<file path="src/rtl/console_pkg.sv">
// console_pkg
// Constants, character codes, writer state encoding and the printable-byte
// test shared by the console writer and the console pixel driver.
// No ports; import with "import console_pkg::*;".
package console_pkg;

  // Screen geometry: 80x30 cells of 8x16 glyphs at 640x480.
  localparam int CONSOLE_COLS = 80;
  localparam int CONSOLE_ROWS = 30;

  // Character codes interpreted by the writer.
  localparam logic [7:0] CH_SPACE = 8'h20;
  localparam logic [7:0] CH_BS    = 8'h08;
  localparam logic [7:0] CH_LF    = 8'h0A;
  localparam logic [7:0] CH_CR    = 8'h0D;
  localparam logic [7:0] CH_FF    = 8'h0C;
  localparam logic [7:0] CH_DEL   = 8'h7F;

  // Writer states: full-screen clear, accepting bytes, single-row clear.
  typedef enum logic [1:0] {
    CLEAR_ALL = 2'd0,
    IDLE      = 2'd1,
    CLEAR_ROW = 2'd2
  } writerStateT;

  // Bytes stored as glyphs: 0x20..0x7E plus the whole upper half 0x80..0xFF.
  function automatic logic is_printable(input logic [7:0] c);
    return ((c >= CH_SPACE) && (c < CH_DEL)) || c[7];
  endfunction

endpackage

</file>
<file path="src/rtl/console_writer.sv">
// console_writer
// Write-side front end of the console character RAM. Consumes a byte stream
// over valid/ready and behaves as a minimal terminal: printable bytes are
// written at the cursor, CR/LF/BS move the cursor, FF clears the screen.
// The whole buffer is cleared to spaces after reset, and a row is cleared
// when the cursor wraps from the last row back to the top.
//
// Ports:
//   clk        system clock, rising edge
//   rst_n      synchronous reset, active low
//   inChar     incoming byte
//   inValid    inChar valid
//   inReady    byte accepted on an edge with inValid & inReady
//   addrWChar  RAM write address, row*COLS+col
//   dataWChar  RAM write data
//   weChar     RAM write enable, one cell per cycle
//   cursorCol  cursor column
//   cursorRow  cursor row
//   busy       high while a clear sweep is running
module console_writer
  import console_pkg::*;
#(
  parameter int COLS   = CONSOLE_COLS,
  parameter int ROWS   = CONSOLE_ROWS,
  parameter int ADDR_W = 13,
  parameter int COL_W  = 7,
  parameter int ROW_W  = 5
) (
  input  logic              clk,
  input  logic              rst_n,
  input  logic [7:0]        inChar,
  input  logic              inValid,
  output logic              inReady,
  output logic [ADDR_W-1:0] addrWChar,
  output logic [7:0]        dataWChar,
  output logic              weChar,
  output logic [COL_W-1:0]  cursorCol,
  output logic [ROW_W-1:0]  cursorRow,
  output logic              busy
);

  localparam logic [ADDR_W-1:0] LAST_CELL = ADDR_W'(COLS * ROWS - 1);
  localparam logic [ADDR_W-1:0] LAST_SWEEP_COL = ADDR_W'(COLS - 1);
  localparam logic [ADDR_W-1:0] ROW_STEP = ADDR_W'(COLS);
  localparam logic [COL_W-1:0]  LAST_COL = COL_W'(COLS - 1);
  localparam logic [ROW_W-1:0]  LAST_ROW = ROW_W'(ROWS - 1);

  writerStateT       state, stateNext;
  logic [ADDR_W-1:0] sweepCnt, sweepNext;
  logic [ADDR_W-1:0] rowBase, rowBaseNext;
  logic [COL_W-1:0]  colNext;
  logic [ROW_W-1:0]  rowNext;
  logic              weNext;
  logic [ADDR_W-1:0] addrNext;
  logic [7:0]        dataNext;
  logic              doNewline;

  // Next-state and next-output logic. Every output is registered, so the
  // handshake flags are derived from the state being entered; that way
  // inReady rises in the same cycle the final sweep write is presented and
  // the block is unavailable for exactly the length of the sweep.
  // rowBase tracks row*COLS so addresses need only an adder.
  always_comb begin
    stateNext   = state;
    sweepNext   = sweepCnt;
    rowBaseNext = rowBase;
    colNext     = cursorCol;
    rowNext     = cursorRow;
    weNext      = 1'b0;
    addrNext    = addrWChar;
    dataNext    = dataWChar;
    doNewline   = 1'b0;

    case (state)
      CLEAR_ALL: begin
        weNext    = 1'b1;
        addrNext  = sweepCnt;
        dataNext  = CH_SPACE;
        sweepNext = sweepCnt + ADDR_W'(1);
        if (sweepCnt == LAST_CELL) begin
          stateNext   = IDLE;
          sweepNext   = '0;
          colNext     = '0;
          rowNext     = '0;
          rowBaseNext = '0;
        end
      end

      CLEAR_ROW: begin
        weNext    = 1'b1;
        addrNext  = rowBase + sweepCnt;
        dataNext  = CH_SPACE;
        sweepNext = sweepCnt + ADDR_W'(1);
        if (sweepCnt == LAST_SWEEP_COL) begin
          stateNext = IDLE;
          sweepNext = '0;
        end
      end

      IDLE: begin
        if (inValid && inReady) begin
          if (is_printable(inChar)) begin
            weNext   = 1'b1;
            addrNext = rowBase + ADDR_W'(cursorCol);
            dataNext = inChar;
            if (cursorCol < LAST_COL) begin
              colNext = cursorCol + COL_W'(1);
            end else begin
              doNewline = 1'b1;
            end
          end else begin
            case (inChar)
              CH_CR: colNext = '0;
              CH_LF: doNewline = 1'b1;
              CH_BS: begin
                // Backspace at column 0 is swallowed: no write, no row move.
                if (cursorCol != '0) begin
                  colNext  = cursorCol - COL_W'(1);
                  weNext   = 1'b1;
                  addrNext = rowBase + ADDR_W'(cursorCol - COL_W'(1));
                  dataNext = CH_SPACE;
                end
              end
              CH_FF: begin
                stateNext = CLEAR_ALL;
                sweepNext = '0;
              end
              default: ;
            endcase
          end

          // Wrapping past the last row scrolls nothing; the top row is
          // blanked instead so the new line starts on a clean row.
          if (doNewline) begin
            colNext = '0;
            if (cursorRow < LAST_ROW) begin
              rowNext     = cursorRow + ROW_W'(1);
              rowBaseNext = rowBase + ROW_STEP;
            end else begin
              rowNext     = '0;
              rowBaseNext = '0;
              stateNext   = CLEAR_ROW;
              sweepNext   = '0;
            end
          end
        end
      end

      default: begin
        stateNext = CLEAR_ALL;
        sweepNext = '0;
      end
    endcase
  end

  // State and output registers with synchronous active-low reset; a reset
  // mid-sweep restarts the full clear from address 0.
  always_ff @(posedge clk) begin
    if (!rst_n) begin
      state     <= CLEAR_ALL;
      sweepCnt  <= '0;
      rowBase   <= '0;
      cursorCol <= '0;
      cursorRow <= '0;
      weChar    <= 1'b0;
      addrWChar <= '0;
      dataWChar <= '0;
      inReady   <= 1'b0;
      busy      <= 1'b1;
    end else begin
      state     <= stateNext;
      sweepCnt  <= sweepNext;
      rowBase   <= rowBaseNext;
      cursorCol <= colNext;
      cursorRow <= rowNext;
      weChar    <= weNext;
      addrWChar <= addrNext;
      dataWChar <= dataNext;
      inReady   <= (stateNext == IDLE);
      busy      <= (stateNext != IDLE);
    end
  end

endmodule

</file>
<file path="config.mk">
export PLATFORM = sky130hd
export DESIGN_NAME = console_writer
export DESIGN_NICKNAME = d
export VERILOG_FILES = /design/src/rtl/console_pkg.sv /design/src/rtl/console_writer.sv
export SDC_FILE = /design/constraint.sdc
export NUM_CORES = 1
export LEC_CHECK = 0
export ABC_AREA = 0
export CORE_ASPECT_RATIO = 2
export CORE_MARGIN = 5
export CORE_UTILIZATION = 42
export CTS_CLUSTER_DIAMETER = 80
export DETAILED_ROUTE_END_ITERATION = 16
export PLACE_DENSITY_LB_ADDON = 0.15
export SYNTH_ARGS = -nofsm -noshare
export SYNTH_HDL_FRONTEND = slang
export SYNTH_SLANG_ARGS = --single-unit
</file>
<file path="constraint.sdc">
create_clock -name clk -period 5.15 [get_ports clk]
set_input_delay 1.03 -clock clk [delete_from_list [all_inputs] [get_ports clk]]
set_output_delay 1.03 -clock clk [all_outputs]
set_load 0.01 [all_outputs]
</file>
; ---- Word-level counts from Yosys, hierarchy flattened
; Index checks and enable logic that the tools add are counted.
[classes]
n_shift = 0
mux = 54
mul = 0
n_reduce_logical = 13
order_cmp = 4
n_div = 0
bitwise_logic = 0
n_eq_ne = 18
n_addsub = 9
[op_table]
columns = op, n
row1 = 2-to-1 mux 13 bit, 15
row2 = one-hot mux 13 bit (3 select lines), 2
row3 = 2-to-1 mux 7 bit, 6
row4 = "equality test 8 x 4 -> 1 bit, second input constant", 4
row5 = 2-to-1 mux 8 bit, 4
row6 = one-hot mux 7 bit (2 select lines), 2
row7 = adder 13 bit, 2
row8 = one-hot mux 13 bit (2 select lines), 1
row9 = 2-to-1 mux 5 bit, 4
row10 = one-hot mux 8 bit (2 select lines), 1
row11 = 2-to-1 mux 2 bit, 7
row12 = "adder 13 x 1 -> 13 bit, second input constant", 1
row13 = adder 13 x 7 -> 13 bit, 1
row14 = "adder 13 x 7 -> 13 bit, second input constant", 1
row15 = "equality test 13 x 12 -> 1 bit, second input constant", 1
row16 = "equality test 13 x 7 -> 1 bit, second input constant", 1
row17 = AND reduction 4 bit, 3
row18 = one-hot mux 5 bit (2 select lines), 1
row19 = 2-to-1 mux 1 bit, 9
row20 = "greater-or-equal comparator 8 x 6 -> 1 bit, second input constant", 1
row21 = "< comparator 8 x 7 -> 1 bit, second input constant", 1
row22 = "subtractor 7 x 1 -> 8 bit, second input constant", 1
row23 = "adder 7 x 1 -> 7 bit, second input constant", 1
row24 = "< comparator 7 bit, second input constant", 1
row25 = 22 further kinds, 27
[totals]
ff_bits = 64
out_inout_bits = 36
elab_cells = 108
mem_bits_ro = 0
mem_bits_rw = 0
in_bits = 11
latch_bits = 0
memories = 0

; ---- Depth between registers and ports, before layout
; Gate-level depths: netlist of run 1.
[depth]
depth_word = 10
ltp_mapped = 15
depth_no_buf = 13

; ---- Least setup slack after synthesis of run 1
; OpenSTA, ideal clock, no wires.
[synth_timing]
path_type = in2reg
startpoint = in inChar[1]
endpoint = reg addrWChar[12]
path_slack_ps = 980
n_path_buf = 2
path_stages = 15
arrival_ps = 4053
t_required_ps = 5033
setup_time_ps = 117
path_cell_list = clkbuf_2 -> nand4b_1 -> o21ai_0 -> clkbuf_1 -> nand2_1 -> nor2_1 -> xnor2_1 -> a21oi_1 -> ha_1 -> a211oi_1 -> o21ai_0 -> a21oi_1 -> nor3b_1 -> or3b_2 -> a32o_1
[synth_via]
elab_chain_cells = 6
elab_cells_between_ends = 11
cone_classes = order compare: 2 / eq/ne: 3 / mux: 3 / reduce/logical: 3
[synth_lines]
columns = item, line
row1 = start: declaration, console_writer.sv:31  ; input logic [7:0] inChar,
row2 = greater-or-equal comparator 8 x 6 -> 1 bit / < comparator 8 x 7 -> 1 bit (equally long branches), console_pkg.sv:28  ; return ((c >= CH_SPACE) && (c < CH_DEL)) || c[7];
row3 = logical AND 1 bit, console_pkg.sv:28
row4 = logical OR 1 bit, console_pkg.sv:28
row5 = 2-to-1 mux 13 bit, console_writer.sv:102  ; if (is_printable(inChar)) begin
row6 = 2-to-1 mux 13 bit, console_writer.sv:101  ; if (inValid && inReady) begin
row7 = one-hot mux 13 bit (3 select lines), console_writer.sv:74  ; case (state)
row8 = end signal: assignment, console_writer.sv:177  ; addrWChar <= addrNext;
row9 = end: declaration, console_writer.sv:34  ; output logic [ADDR_W-1:0] addrWChar,
; Several ways; a longest one is shown, not always the timed one. The select of a mux whose other input is x is not followed.
; A chain may end at the register's enable or synchronous reset.

; ---- Final worst setup path of run 1
[layout_timing]
startpoint = in inChar[6]
endpoint = reg addrWChar[12]
; Same word-level chain as after synthesis.

==> results.py, run 1 <==
metrics = {
    "route": {
        "routed_wl_um": 11600,
        "vias": 3807,
        "dr.pass1.iters": 4,
        "wl_per_cell_um": 18.6,
        "final_antenna_net_count": 0,
        "post-route-drc-count": 0,
        "via_per_inst": 6.11,
        "drtIter0Drc": 192,
    },
    "final_layout": {
        "fin_nets": 545,
        "antennaDiodeCount": 0,
        "drive_gt1_frac": 0.0691,
        "stdcell_area_sq_um": 4610,
        "area_delta_synth_final_pct": 21.9,
    },
    "grt": {
        "grt_max_degree": 22,
        "grt_overflow": 0,
        "grt_use_total": 0.210,
        "grt_pass1_vias": 3679,
        "grt_pass1_wl_um": 18200,
        "antenna_found_initial": 0,
    },
    "critical_path": {
        "critPathTopFamily": "simple AND/OR/NAND/NOR gates",
        "reg2reg_to": "addrWChar[12]",
        "path_cells": "clkdlybuf4s50_1 -> or3_4 -> o21a_1 -> nor4_1 -> xnor2_1 -> a21oi_1 -> ha_1 -> o21ai_0 -> o21ai_0 -> nand3_1 -> nor3b_1 -> or3b_2 -> a32o_1",
        "critPathCaptureType": "register",
        "criticalPathCategory": "primary input to register",
        "r2r_slack_ns": 1.77,
        "start_kind": "primary input",
        "reg2reg_from": "state[1]",
        "slowest_delay_ns": 0.50,
        "arrival_ns": 4.56,
        "reg2reg_depth": 12,
        "critical_path.most_common_cell": "o21ai_0",
        "slowest_stage": "clkdlybuf4s50_1",
        "worstPathRequired_ns": 5.37,
        "cp_num_buf_inv": 1,
        "setup.worst_path.start": "inChar[6]",
        "cp_max_fo": 6,
    },
    "logic_synthesis": {
        "synth_warnings": 0,
        "synth_compound_area_frac": 0.217,
        "synth_edf_count": 0,
        "synth_adder_area_share": 0.0596,
        "synth_seq_cells": 60,
        "syn_area_per_cell_sq_um": 7.92,
        "ys_seq_area_frac": 0.318,
        "synth_nets": 506,
        "syn_area_sq_um": 3780,
        "synth_cell_types": 62,
        "synth_top_family_by_area": "simple AND/OR/NAND/NOR gates",
        "synthCells": 477,
        "synthArstFlopShare": 0,
        "synthFlopType": "dfxtp_1",
        "synth_mux_area_frac": 0.0374,
        "yosys.area_share.simple": 0.266,
        "synth_xor_area_frac": 0.0579,
    },
    "hold_path": {
        "worstHoldPathCells": 2,
        "hold_start": "dataWChar[3]",
        "hold_path.class": "register to register",
        "holdPathEnd": "dataWChar[3]",
    },
    "job": {
        "max-cap-violations": 0,
    },
    "floorplan": {
        "io_pins": 47,
        "die-width_um": 77.1,
        "coreArea_sq_um": 8890,
        "die_area_sq_um": 11100,
        "die_h_um": 144,
        "std_cell_rows": 49,
        "initial_core_util": 0.425,
    },
    "clock_tree": {
        "post_cts_buffers": 0,
        "ctsLongestPathBuffers": 2,
        "tritoncts": "yes",
        "cts-root-buf": "clkbuf_16",
        "cts_buffers": 9,
        "clk_pin_slew_ns": 0.05,
        "clock_latency_ns": 0.33,
        "h-tree-depth": 3,
        "cts.sinks": 60,
        "cts_resized": 0,
        "cts_hold_buf": 0,
    },
    "pwr": {
        "powerDensity_nw_per_um2": 241,
        "peakVddDrop_mv": 0.152,
        "p_leak_nw": 1.69,
    },
    "timing": {
        "hold_viol": 0,
        "relSlewSlack": 0.408,
        "finalCriticalPeriod_ns": 4.34,
        "period_share": 0.842,
        "finClkSkew_ns": 0.00568,
        "hold-worst-slack_ns": 0.447,
        "setup_viol": 0,
        "worst_pin_slew_ns": 0.880,
        "setup-tns-final_ns": 0,
        "rsz0062_at_grt": "false",
        "report.final.slew_viol_count": 0,
        "fmax_ghz": 0.231,
    },
    "status": {
        "status": "complete, no violations",
    },
    "placed_design": {
        "dpl_cell_area_sq_um": 4320,
        "place_hpwl_um": 8890,
        "place_congestion": 0.893,
        "portBuffers": 46,
    },
}
worst min-delay path, delay by kind of cell (launching register included):
family,cells,cell delay [ns]
AOI/OAI and AO/OA,1,0.05
DFF,1,0.30
and+or+nand+nor,1,0.05
layout make-up:
type | instances | area [sq um]
fillers | 907 | 4280
well taps | 102 | 128
inverters | 15 | 56.3
clock buffers | 10 | 229
repair buffers | 55 | 528
multi-input cells | 375 | 2410
clock inverters | 6 | 55.1
flip-flops and latches | 60 | 1200
flip-flops by register name, indices dropped and copies added, names as in the netlist:
register,flops
weChar,1
cursorCol,7
inReady,1
busy,1
dataWChar,8
cursorRow,5
state,2
rowBase,9
sweepCnt,13
addrWChar,13
power breakdown:
part | switching (mW) | total [mW] | leakage [nW] | internal (mW)
logic | 0.0336 | 0.0579 | 1.06 | 0.0243
clock network | 0.209 | 0.578 | 0.146 | 0.369
registers | 0.00349 | 0.472 | 0.485 | 0.469
total | 0.246 | 1.11 | 1.69 | 0.863
cells in the mapped netlist, drive strengths merged, types with 13 or more instances:
master | count | area [sq um]
ha | 18 | 225
nand3 | 16 | 80.1
inv | 15 | 56.3
nor2 | 41 | 154
dfxtp | 60 | 1200
clkbuf | 22 | 83.8
o21ai | 29 | 145
nand2 | 41 | 154
a21oi | 45 | 229
nor3 | 18 | 90.1
mux2i | 13 | 130
xnor2 | 22 | 193
nand4 | 15 | 93.8
metal layers:
layer | wire [um] | track usage | vias to the layer above
li1 | - | - | 1830
met1 | 4040 | 0.197 | 1776
met2 | 6060 | 0.373 | 149
met3 | 569 | 0.0486 | 52
met4 | 943 | 0.187 | 0
met5 | 0 | 0 | -
worst max-delay path by stage:
stage | end | slack [ns] | depth (start not counted)
global route | addrWChar[12] | 0.50 | 13
floorplan | addrWChar[12] | 0.98 | 15
detailed placement | addrWChar[12] | 0.48 | 13
global placement | addrWChar[12] | 0.56 | 13
finish | addrWChar[12] | 0.81 | 13
CTS | addrWChar[12] | 0.82 | 13
cells by family (layout without fill, tap and decap cells):
group           after synthesis  in the layout
flops                        60             60
buf+inv                      42             86
compound gates              129            129
mux                          14             14
fa+ha+maj                    18             18
xor+xnor                     25             25
simple gates                189            189
per-stage QoR:
stage	utilization	std cells	total power, mW	worst slack (ns)
2_1_floorplan	-	477	0.512	0.980
3_3_place_gp	0.486	607	0.538	0.556
3_5_place_dp	0.486	607	0.539	0.483
4_1_cts	0.518	623	1.12	0.817
5_1_grt	0.518	623	1.15	0.501
6_report	0.518	623	1.11	0.812
placed cells by master, fill, tap and decap left out, drive strengths merged, types with 16 or more instances in the layout:
cell,instances
a21oi,45
clkdlybuf4s50,46
dfxtp,60
ha,18
nand2,41
nand3,16
nor2,41
nor3,18
o21ai,29
xnor2,22
(Power assumes the default switching activity.)
==> inputs of run 2 (changes only) <==
clock period = 4.25 ns   (was 5.15 ns; I/O delays follow)
==> run 2 against run 1 <==
First-iteration DRC count rose by 25%. Clock power is 24% higher. Critical path depth increased by 1. Worst hold slack barely moved. Flip-flop and latch count is the same. Clock skew about the same. Cell area up 2.8%. Sequential share of layout area down 0.70 points. Critical path type unchanged. Critical endpoint unchanged. Largest power group unchanged.
==> results.py, run 2 (same netlist as run 1, synthesis figures left out) <==
metrics = {
    "grt": {
        "antenna_found_initial": 0,
        "grt_overflow": 0,
        "grt_pass1_vias": 3845,
        "grt_max_degree": 27,
        "grt_pass1_wl_um": 18800,
        "grt_use_total": 0.215,
    },
    "critical_path": {
        "critical_path.most_common_cell": "a21oi_1",
        "slowest_stage": "or3b_2",
        "start_kind": "primary input",
        "critPathCaptureType": "register",
        "slowest_delay_ns": 0.45,
        "criticalPathCategory": "primary input to register",
        "worstPathRequired_ns": 4.48,
        "cp_max_fo": 3,
        "path_cells": "clkdlybuf4s50_1 -> or3_4 -> o21a_1 -> nor4_1 -> buf_4 -> xnor2_1 -> a21oi_1 -> ha_1 -> a211oi_1 -> o21ai_0 -> a21oi_1 -> nor3b_1 -> or3b_2 -> a32o_1",
        "arrival_ns": 4.18,
    },
    "clock_tree": {
        "clk_pin_slew_ns": 0.05,
        "ctsLongestPathBuffers": 2,
        "cts_hold_buf": 0,
        "post_cts_buffers": 0,
        "cts-root-buf": "clkbuf_16",
        "h-tree-depth": 3,
        "tritoncts": "yes",
        "clock_latency_ns": 0.33,
        "cts_resized": 0,
        "cts.sinks": 60,
        "cts_buffers": 9,
    },
    "floorplan": {
        "coreArea_sq_um": 8890,
        "io_pins": 47,
        "std_cell_rows": 49,
        "die-width_um": 77.1,
        "die_h_um": 144,
        "die_area_sq_um": 11100,
        "initial_core_util": 0.425,
    },
    "timing": {
        "worst_pin_slew_ns": 0.698,
        "finClkSkew_ns": 0.00540,
        "relSlewSlack": 0.535,
        "setup_ws_ns": 0.294,
        "finalCriticalPeriod_ns": 3.96,
        "setup_viol": 0,
        "hold-worst-slack_ns": 0.447,
        "rsz0062_at_grt": "false",
        "fmax_ghz": 0.253,
        "hold_viol": 0,
        "report.final.slew_viol_count": 0,
        "setup-tns-final_ns": 0,
        "period_share": 0.931,
    },
    "pwr": {
        "powerDensity_nw_per_um2": 288,
        "peakVddDrop_mv": 0.217,
        "p_leak_nw": 1.77,
    },
    "route": {
        "via_per_inst": 6.01,
        "routed_wl_um": 11800,
        "drtIter0Drc": 240,
        "dr.pass1.iters": 5,
        "vias": 3834,
        "post-route-drc-count": 0,
        "final_antenna_net_count": 0,
        "wl_per_cell_um": 18.4,
    },
    "placed_design": {
        "portBuffers": 46,
        "place_congestion": 0.919,
        "place_hpwl_um": 9140,
        "preCtsSetupSlack_ns": -0.0150,
    },
    "final_layout": {
        "fin_nets": 561,
        "area_delta_synth_final_pct": 25.3,
        "final_cell_mix": "60 x dfxtp_1, 46 x clkdlybuf4s50_1, 44 x a21oi_1",
        "layout.cells.most_common": "dfxtp_1",
        "reg_top3": "addrWChar (13), sweepCnt (13), rowBase (9)",
        "drive_gt1_frac": 0.0970,
        "antennaDiodeCount": 0,
    },
    "hold_path": {
        "hold_path.class": "register to register",
    },
    "job": {
        "max-cap-violations": 0,
    },
    "status": {
        "status": "complete, no violations",
    },
}
## run 2: cell count changes in the layout (fill, tap and decap cells not counted), sizes merged
cell / change
clkinvlp: +1
buf: +16
clkinv: -2
## run 2: cell type report
| class | count | area [sq um] |
|---|---|---|
| well taps | 102 | 128 |
| repair buffers | 71 | 648 |
| fillers | 873 | 4160 |
| flip-flops and latches | 60 | 1200 |
| clock inverters | 5 | 52.6 |
| inverters | 15 | 56.3 |
| clock buffers | 10 | 239 |
| multi-input cells | 375 | 2410 |
## run 2: where the power goes
part           internal [mW]  switching [mW]
Sequential             0.568         0.00442
Combinational         0.0360          0.0427
Clock                  0.462           0.252
## run 2: worst paths after layout
path / end / depth (start not counted) / slack (ns) / start
setup / recovery: addrWChar[12] / 14 / 0.29 / inChar[6]
hold / removal: dataWChar[3] / 2 / 0.45 / dataWChar[3]
setup reg to reg: addrWChar[12] / 13 / 0.95 / cursorCol[2]
hold reg to reg: dataWChar[3] / 2 / 0.45 / dataWChar[3]
## run 2: layer usage
layer | share of wire | wire length (um) | vias to the layer above | GRT usage
li1 | - | - | 1859 | -
met3 | 0.040 | 466 | 44 | 0.0468
met2 | 0.54 | 6340 | 114 | 0.399
met5 | 0 | 0 | - | 0
met4 | 0.066 | 779 | 0 | 0.166
met1 | 0.35 | 4160 | 1817 | 0.199
## run 2: worst max-delay path: cells and delay by family
kind | cells | cell delay (ns)
AO/OA/AOI/OAI | 6 | 1.17
AND/OR/NAND/NOR | 4 | 1.18
buffers and inverters | 2 | 0.60
adder cells (fa/ha/maj) | 1 | 0.25
XOR/XNOR | 1 | 0.12
## run 2: per-stage QoR
stage	cell area (sq um)	power (mW)	std cells	utilization
after CTS	4730	1.38	638	0.533
after detailed placement	4440	0.663	623	0.500
after global routing	4730	1.41	638	0.533
after floorplan	3780	0.620	477	-
after global placement	4440	0.662	623	0.500
final	4730	1.37	638	0.533
==> RTL edit, RTL diff (settings of run 2) <==
`COL_W`: 7 -> 14.
--- a/src/rtl/console_writer.sv
+++ b/src/rtl/console_writer.sv
@@ -23,7 +23,7 @@
   parameter int COLS   = CONSOLE_COLS,
   parameter int ROWS   = CONSOLE_ROWS,
   parameter int ADDR_W = 13,
-  parameter int COL_W  = 7,
+  parameter int COL_W  = 14,
   parameter int ROW_W  = 5
 ) (
   input  logic              clk,
Ports: changed (resized cursorCol); port bits go from 47 to 54. The function was not compared with the original's and may differ.
==> RTL edit against run 2 <==
Power rose by 12%; largest power group unchanged; synthesized area grew 14%; critical endpoint is now addrWChar[11]; routed wire length grew 18%; sequential share of layout area shrank 0.58 points; sequential power up 18%; synthesized cell count increased by 18%; combinational power grew 84%; clock power decreased by 1%; highest routed layer unchanged; fmax shrank 0.40%; register-to-register slack worse by 0.29 ns; sequential cell count grew 7; cell area is 14% higher; worst setup slack worse by 0.016 ns.
==> RTL edit: results (changes against run 2) <==
Worst hold path
  – Hold Crit Depth: 2 (unchanged)
  – Worst hold path class: flop to flop

Worst setup path
  – Max Fanout on Critical Path: 4 (+1)
  – CP max stage cell: clkdlybuf4s50_1
  – R2r worst-path depth: 12 (-1)
  – Slowest stage delay, CP: 0.47 ns (+0.02 ns)
  – Crit path DAT: 4.25 ns (+0.07 ns)

Global routing
  – Met1 usage: 0.244 (+0.0452)
  – GRT Overall Usage: 0.226 (+0.0109)
  – Largest net degree at the start of global routing: 46 (+70%)
  – Vias in the first global route: 4,270 (+11%)
  – Met2 Resource Use GR: 0.396 (-0.00243)
  – Met3 usage: 0.0418 (-0.00494)

Placement
  – IO buf count: 53 (+15%)
  – DP Worst Slack: -0.128 ns (-0.113 ns)
  – DP HPWL: 10.4 mm (+13%)
  – RD Place Congestion: 0.918 (about the same)
  – Placed insts: 746 (+20%)
  – Area after DPL: 0.00512 mm^2 (+15%)

Timing
  – Worst Skew: 0.00688 ns (+0.00148 ns)
  – Relative slew slack: 0.402 (-0.132)

Final layout
  – Fill count: 969 (+11%)
  – Biggest regs: cursorCol: 14 flops, addrWChar: 13 flops, sweepCnt: 13 flops
  – Multi-input gate area: 0.00278 mm^2 (+16%)
  – Layout Cells excl Fill: 762 (+19%)
  – Layout cells sized above 1: 0.113 (+0.0162)
  – Nets: 652 (+16%)
  – Inserted Diodes: 0 (unchanged)

Logic synthesis
  – Syn Nets: 595 (+18%)
  – Leading cell types by count after synthesis: dfxtp_1, nand2_1, a21oi_1, nor2_1, clkbuf_1
  – Yosys cell types: 65 (+4.8%)
  – Mux share of post-synthesis cell area: 0.0261 (-0.0114)
  – Compound-cell area share of the yosys netlist: 0.249 (+0.0316)
  – Largest cells by area after synthesis: dfxtp_1, a21oi_1, nand2_1
  – Synth Area in XOR/XNOR: 0.0405 (-0.0174)
  – Post-Syn Instances: 565 (+18%)
  – Post-synthesis sequential area ratio: 0.310 (-0.00743)

Power and ir drop
  – Cell Int Power: 1.12 mW (+5.1%)
  – Comb power frac: 0.095 (+0.037)
  – Sequential power: 0.675 mW (+18%)
  – Leakage Power: 2.02 nW (+14%)
  – VDD IR-drop max: 0.201 mV (-7.2%)
  – PD cells: 282 mW/mm^2 (-2.2%)

Drt
  – WL/cell: 18.2 um (-1.2%)
  – DRT met1 WL: 5.20 mm (+25%)
  – Iter 0 DRT Violations: 294 (+23%)
  – Highest metal used: met4
  – WL met2: 7.38 mm (+16%)
  – Vias per cell: 5.95 (-0.99%)
  – Met3 wire len: 657 um (+41%)

Outcome
  – Status: finished clean

Clocking
  – CTS Root Cell: clkbuf_16
==> RTL edit: cell count changes after synthesis, sizes merged, moves of 9 or more <==
cell	run 2	this run
a21oi	45	55
a22oi	1	10
clkbuf	22	33
nand2	41	64
nand3	16	25
nand4	15	6
==> RTL edit: timing repair <==
action / 4_1_cts / 5_1_grt
setup endpoints to repair: 0 / 3
hold endpoints to repair: 0 / 0
resized for setup: 0 / 3
==> RTL edit: layout make-up <==
class / instances / share of cell area
clock buffer: 9 / 0.0416
clock inverter: 7 / 0.00971
inverter: 16 / 0.0111
multi-input combinational: 442 / 0.515
sequential: 67 / 0.248
tap: 135 / 0.0312
timing repair buffer: 86 / 0.144
==> RTL edit: worst paths after layout <==
check / from / endpoint / slack, ns
hold reg to reg: addrWChar[2] / addrWChar[2] / 0.45
setup / recovery: inChar[7] / addrWChar[11] / 0.28
setup reg to reg: cursorCol[2] / addrWChar[11] / 0.66
hold / removal: addrWChar[2] / addrWChar[2] / 0.45
